File: src/rtl/alu_result_stage_if.sv
// rtl/alu_result_stage_if.sv - ALU result stream bundle: producer-side inputs and consumer-side outputs
interface alu_result_stage_if;
    logic        in_valid;
    logic        in_ready;
    logic [31:0] in_result;
    logic        in_overflow;
    logic        in_zero;
    logic        in_negative;
    logic [2:0]  in_control;
    logic        out_valid;
    logic        out_ready;
    logic [31:0] out_result;
    logic        out_overflow;
    logic        out_zero;
    logic        out_negative;

    modport slave (
        input  in_valid, in_result, in_overflow, in_zero, in_negative, in_control, out_ready,
        output in_ready, out_valid, out_result, out_overflow, out_zero, out_negative
    );

    modport master (
        output in_valid, in_result, in_overflow, in_zero, in_negative, in_control, out_ready,
        input  in_ready, out_valid, out_result, out_overflow, out_zero, out_negative
    );
endinterface

File: src/rtl/alu_result_stage.sv
// rtl/alu_result_stage.sv - 2-entry registered ALU result buffer with overflow masking, sticky overflow and accept counter
module alu_result_stage #(
    parameter int CNT_W = 16
) (
    input  logic             clk,
    input  logic             rst_n,
    alu_result_stage_if.slave bus,
    input  logic             sticky_clear,
    output logic             sticky_ovf,
    output logic [CNT_W-1:0] accepted_cnt
);
    typedef enum logic [1:0] {
        EMPTY = 2'd0,
        ONE   = 2'd1,
        FULL  = 2'd2
    } state_t;

    state_t           r_state;
    logic             r_wr_ptr;
    logic             r_rd_ptr;
    logic [1:0][31:0] r_result;
    logic [1:0]       r_ovf;
    logic [1:0]       r_zero;
    logic [1:0]       r_neg;
    logic             r_sticky;
    logic [CNT_W-1:0] r_cnt;

    logic w_push;
    logic w_pop;
    logic w_arith;
    logic w_ovf_masked;

    // Ready looks only at registered state so the consumer can never stall the producer combinationally.
    assign bus.in_ready  = (r_state != FULL);
    assign bus.out_valid = (r_state != EMPTY);

    assign w_push       = bus.in_valid & bus.in_ready;
    assign w_pop        = bus.out_valid & bus.out_ready;
    assign w_arith      = (bus.in_control == 3'h2) || (bus.in_control == 3'h3);
    assign w_ovf_masked = bus.in_overflow & w_arith;

    assign bus.out_result   = r_result[r_rd_ptr];
    assign bus.out_overflow = r_ovf[r_rd_ptr];
    assign bus.out_zero     = r_zero[r_rd_ptr];
    assign bus.out_negative = r_neg[r_rd_ptr];

    assign sticky_ovf   = r_sticky;
    assign accepted_cnt = r_cnt;

    always_ff @(posedge clk or negedge rst_n) begin
        if (!rst_n) begin
            r_state  <= EMPTY;
            r_wr_ptr <= 1'b0;
            r_rd_ptr <= 1'b0;
            r_result <= '0;
            r_ovf    <= '0;
            r_zero   <= '0;
            r_neg    <= '0;
            r_sticky <= 1'b0;
            r_cnt    <= '0;
        end else begin
            case (r_state)
                EMPTY:   if (w_push) r_state <= ONE;
                ONE: begin
                    if (w_push && !w_pop)      r_state <= FULL;
                    else if (w_pop && !w_push) r_state <= EMPTY;
                end
                FULL:    if (w_pop) r_state <= ONE;
                default: r_state <= EMPTY;
            endcase

            if (w_push) begin
                r_result[r_wr_ptr] <= bus.in_result;
                r_ovf[r_wr_ptr]    <= w_ovf_masked;
                r_zero[r_wr_ptr]   <= bus.in_zero;
                r_neg[r_wr_ptr]    <= bus.in_negative;
                r_wr_ptr           <= ~r_wr_ptr;
                r_cnt              <= r_cnt + {{(CNT_W-1){1'b0}}, 1'b1};
            end
            if (w_pop) begin
                r_rd_ptr <= ~r_rd_ptr;
            end

            // A new overflow in the same cycle as a clear must not be lost.
            if (w_push && w_ovf_masked) begin
                r_sticky <= 1'b1;
            end else if (sticky_clear) begin
                r_sticky <= 1'b0;
            end
        end
    end
endmodule

File: src/flat_wrapper.sv
// flat-port wrapper written by rule: the top's interface ports become plain ports
module alu_result_stage_flat 
#(
    parameter int CNT_W = 16
)
  (clk, rst_n, sticky_clear, sticky_ovf, accepted_cnt, bus_in_valid, bus_in_result, bus_in_overflow, bus_in_zero, bus_in_negative, bus_in_control, bus_out_ready, bus_in_ready, bus_out_valid, bus_out_result, bus_out_overflow, bus_out_zero, bus_out_negative);
  alu_result_stage_if bus_i ();
  input  logic clk;
  input  logic rst_n;
  input  logic sticky_clear;
  output logic sticky_ovf;
  output logic [CNT_W-1:0] accepted_cnt;
  input wire logic [$bits(bus_i.in_valid)-1:0] bus_in_valid;
  input wire logic [$bits(bus_i.in_result)-1:0] bus_in_result;
  input wire logic [$bits(bus_i.in_overflow)-1:0] bus_in_overflow;
  input wire logic [$bits(bus_i.in_zero)-1:0] bus_in_zero;
  input wire logic [$bits(bus_i.in_negative)-1:0] bus_in_negative;
  input wire logic [$bits(bus_i.in_control)-1:0] bus_in_control;
  input wire logic [$bits(bus_i.out_ready)-1:0] bus_out_ready;
  output wire logic [$bits(bus_i.in_ready)-1:0] bus_in_ready;
  output wire logic [$bits(bus_i.out_valid)-1:0] bus_out_valid;
  output wire logic [$bits(bus_i.out_result)-1:0] bus_out_result;
  output wire logic [$bits(bus_i.out_overflow)-1:0] bus_out_overflow;
  output wire logic [$bits(bus_i.out_zero)-1:0] bus_out_zero;
  output wire logic [$bits(bus_i.out_negative)-1:0] bus_out_negative;
  assign bus_i.in_valid = bus_in_valid;
  assign bus_i.in_result = bus_in_result;
  assign bus_i.in_overflow = bus_in_overflow;
  assign bus_i.in_zero = bus_in_zero;
  assign bus_i.in_negative = bus_in_negative;
  assign bus_i.in_control = bus_in_control;
  assign bus_i.out_ready = bus_out_ready;
  assign bus_in_ready = bus_i.in_ready;
  assign bus_out_valid = bus_i.out_valid;
  assign bus_out_result = bus_i.out_result;
  assign bus_out_overflow = bus_i.out_overflow;
  assign bus_out_zero = bus_i.out_zero;
  assign bus_out_negative = bus_i.out_negative;
  alu_result_stage #(.CNT_W(CNT_W)) u_core (.clk(clk), .rst_n(rst_n), .bus(bus_i), .sticky_clear(sticky_clear), .sticky_ovf(sticky_ovf), .accepted_cnt(accepted_cnt));
endmodule
File: config.mk
export PLATFORM = sky130hd
export DESIGN_NAME = alu_result_stage_flat
export DESIGN_NICKNAME = d
export VERILOG_FILES = /design/src/rtl/alu_result_stage_if.sv /design/src/rtl/alu_result_stage.sv /design/src/flat_wrapper.sv
export SDC_FILE = /design/constraint.sdc
export NUM_CORES = 1
export LEC_CHECK = 0
export CAP_MARGIN = 10
export CORE_MARGIN = 5
export CORE_UTILIZATION = 42
export CTS_CLUSTER_SIZE = 24
export DETAILED_ROUTE_END_ITERATION = 10
export GPL_TIMING_DRIVEN = 0
export PLACE_DENSITY = 0.74
export SETUP_SLACK_MARGIN = 0.15
export SLEW_MARGIN = 20
export SYNTH_ARGS = -nofsm -noshare
export SYNTH_HDL_FRONTEND = slang
export SYNTH_SLANG_ARGS = --single-unit
File: constraint.sdc
create_clock -name clk -period 3.7 [get_ports clk]
set_input_delay 1.11 -clock clk [delete_from_list [all_inputs] [get_ports clk]]
set_output_delay 1.11 -clock clk [all_outputs]
set_load 0.01 [all_outputs]
==> reports/results.txt <==
Status: complete, no violations
Setup crit end kind: primary output
Reg-to-Reg Start: u_core.r_state[0]$_DFFE_PN0P_
Post-layout minimum cycle time: 3.212 ns
Area of the mapped netlist: 0.004274 mm2
Hold Path Class: flop to flop
Unrepaired setup endpoints after global routing: false
Total negative slack: 0 ns
Sw frac: 29.92%
Clk slew on worst S/H paths: 0.09 ns
Fin util: 57.24%
Seq/Total Area, Yosys: 53.28%
Routed vias/inst: 4.883
# rows: 36
Fin area: 0.005647 mm2
Starting Density: 43.33%
Initial DRC count: 50
Power per cell area: 863.3 mW/mm2
Peak supply drop: 0.4630 mV
CTS buffer count: 9
Synth area leaders: dfrtp_1 53%, mux2_4 20%, mux2_2 12%, xor2_1 2.0%, xnor2_1 1.4%
CTS tree: built
CP Max Fanout: 10
Die Y: 110.9 um
Grt ovf: 0
Horiz. Die Dim: 110.9 um
Final WL: 8568 um
DR vias: 2544
N_diodes: 0
Later-pin clock latency in the skew report: 0.34 ns
Setup bufs post-CTS: 0
Worst Path Required: 2.59 ns
Resize count post-CTS: 0
Max-slew headroom: 73.48%
Fmax: 311.3 MHz
Gpl congestion: 0.6956
Worst path cell trace: buf_2, buf_2, mux2_2, clkdlybuf4s50_1
Initial antenna violation count: 0
CP arrival: 2.10 ns
P_int: 3.416 mW
Htree depth: 3
Area Overhead vs Synth: 32.11%
Slew Limit Fails: 0
Clk pwr share: 15.4%
Root buffer cell: clkbuf_8
Seq pwr share: 35.1%
Max clock buf depth: 2
Min-delay src: u_core.accepted_cnt[15]$_DFFE_PN0P_
YS warnings: 0
Pin count of the biggest net entering global routing: 53
CTS hold repair buffers: 0
Cell repeated most along the worst path: buf_2
Die area: 0.01229 mm2
Slowest stage cell on the critical path: clkdlybuf4s50_1
Nets: 428
Cell type with the largest total area after synthesis: dfrtp_1
Gate power share: 49.5%
Psw: 1.459 mW
Max stage delay on crit path: 0.49 ns
Vias in the first global route: 2840
Final setup fails: 0
Setup Crit Path Kind: flop to primary output
Layout cells sized above 1: 35.31%
PortBufs: 95
Yosys cell types: 31
Largest delay contributor family on the critical path: buffers and inverters
GRT Util Overall: 14.36%
Post-DRT Antenna Nets: 0
Number of fill cells: 804
Critical Path Source: u_core.r_rd_ptr$_DFFE_PN0P_
# IOs: 97
Pre-antenna DRT Iters: 4
Post-DP Area: 0.005420 mm2
# DRC: 0
Post-synth top area share: 53.28%
Net Count, Synth: 321
Worst hold slack: 0.4733 ns
Synth Instances: 276
Clock Skews: 0.009429 ns
Total power: 4.875 mW
Seq cells post-synth: 91
Worst path bufs/invs: 3
Synth Area per Inst: 15.49 um2
Core area: 0.009864 mm2
CP Launch Type: flop
Leakage Power: 2.531 nW
Sinks on Clock Net: 91
Part of the cycle the worst path needs: 86.82%
Worst Max-Slew Pin Slew: 0.3966 ns
Hold Fails Final Rpt: 0
Hpwl dp: 5947 um
Max-cap violations: 0
First-pass GRT wire length: 14470 um
Routed wire per std cell: 16.45 um
==> power groups by stage <==
| stage | clock network (mW) | registers [mW] | logic [mW] |
|---|---|---|---|
| 2_1_floorplan | 0 | 1.66 | 1.52 |
| 5_1_grt | 0.821 | 1.76 | 2.57 |
| 3_5_place_dp | 0 | 1.72 | 2.45 |
| 3_3_place_gp | 0 | 1.69 | 2.42 |
| 6_report | 0.750 | 1.71 | 2.41 |
| 4_1_cts | 0.778 | 1.71 | 2.46 |
==> layer usage <==
metal	part of all wire, %	vias to the layer above	track usage, %
met5	0	-	0
met1	45	1285	18.61
met2	48	67	23.06
met4	0.76	0	3.284
li1	-	1186	-
met3	5.6	6	5.240
==> per-stage QoR <==
| step | instances | setup slack [ns] |
|---|---|---|
| floorplan | 276 | 1.508 |
| global placement | 504 | -1.792 |
| detailed placement | 505 | 0.5367 |
| CTS | 521 | 0.4270 |
| global route | 521 | 0.3697 |
| finish | 521 | 0.4878 |
==> kinds of logic after synthesis <==
logic type,count (synthesis),share of synthesized area (%)
compound gates,5,0.6439
xor+xnor,17,3.484
fa+ha+maj,2,0.5854
buf+inv,16,3.367
flops,91,53.28
mux,104,32.35
simple gates,41,6.294
==> state kept, by name, indices dropped and copies added (netlist names) <==
signal,cells
u_core.r_state,2
u_core.accepted_cnt,16
u_core.r_wr_ptr,1
u_core.r_result,64
u_core.r_zero,2
u_core.r_rd_ptr,1
u_core.r_neg,2
u_core.r_ovf,2
u_core.sticky_ovf,1
==> worst paths after layout <==
path | slack, ns | depth (start not counted) | to
setup / recovery | 0.49 | 4 | bus_out_result[9]
hold / removal | 0.47 | 1 | u_core.accepted_cnt[15]$_DFFE_PN0P_
setup reg to reg | 1.71 | 7 | u_core.r_state[1]$_DFFE_PN0P_
hold reg to reg | 0.47 | 1 | u_core.accepted_cnt[15]$_DFFE_PN0P_
max in group asynchronous | 2.46 | 2 | u_core.r_result[18]$_DFFE_PN0P_
min in group asynchronous | 0.66 | 1 | u_core.accepted_cnt[3]$_DFFE_PN0P_
==> Yosys cell counts (all sizes together) <==
library cell  number
o21ai              3
inv                5
nand3              2
mux2             102
dfrtp             91
nand4              5
buf               11
o22ai              2
nand3b             1
mux2i              2
ha                 2
nor2               5
or4bb              1
and4               1
and3               2
nor4               2
nor3               4
xnor2              7
nand2             16
or2                1
xor2              10
nand2b             1
==> final cells by class <==
cell class                 count  area, um2  area share (%)
sequential                    91       2277           40.33
multi-input combinational    169       1853           32.82
timing repair buffer          96      979.7           17.35
tap                          133      166.4           2.947
clock buffer                  11      141.4           2.504
buffer                        11      125.1           2.216
clock inverter                 5      85.08           1.507
inverter                       5      18.77          0.3324
==> layout by cell type, fill, tap and decap left out, drive strengths merged, types with 3 or more instances in the layout <==
master,count
nand4,5
buf,13
xnor2,7
dfrtp,91
nor2,5
clkbuf,11
xor2,10
clkdlybuf4s50,94
nor3,4
nand2,16
inv,6
mux2,102
o21ai,3
Note: power is estimated with default switching activity, not from simulation.
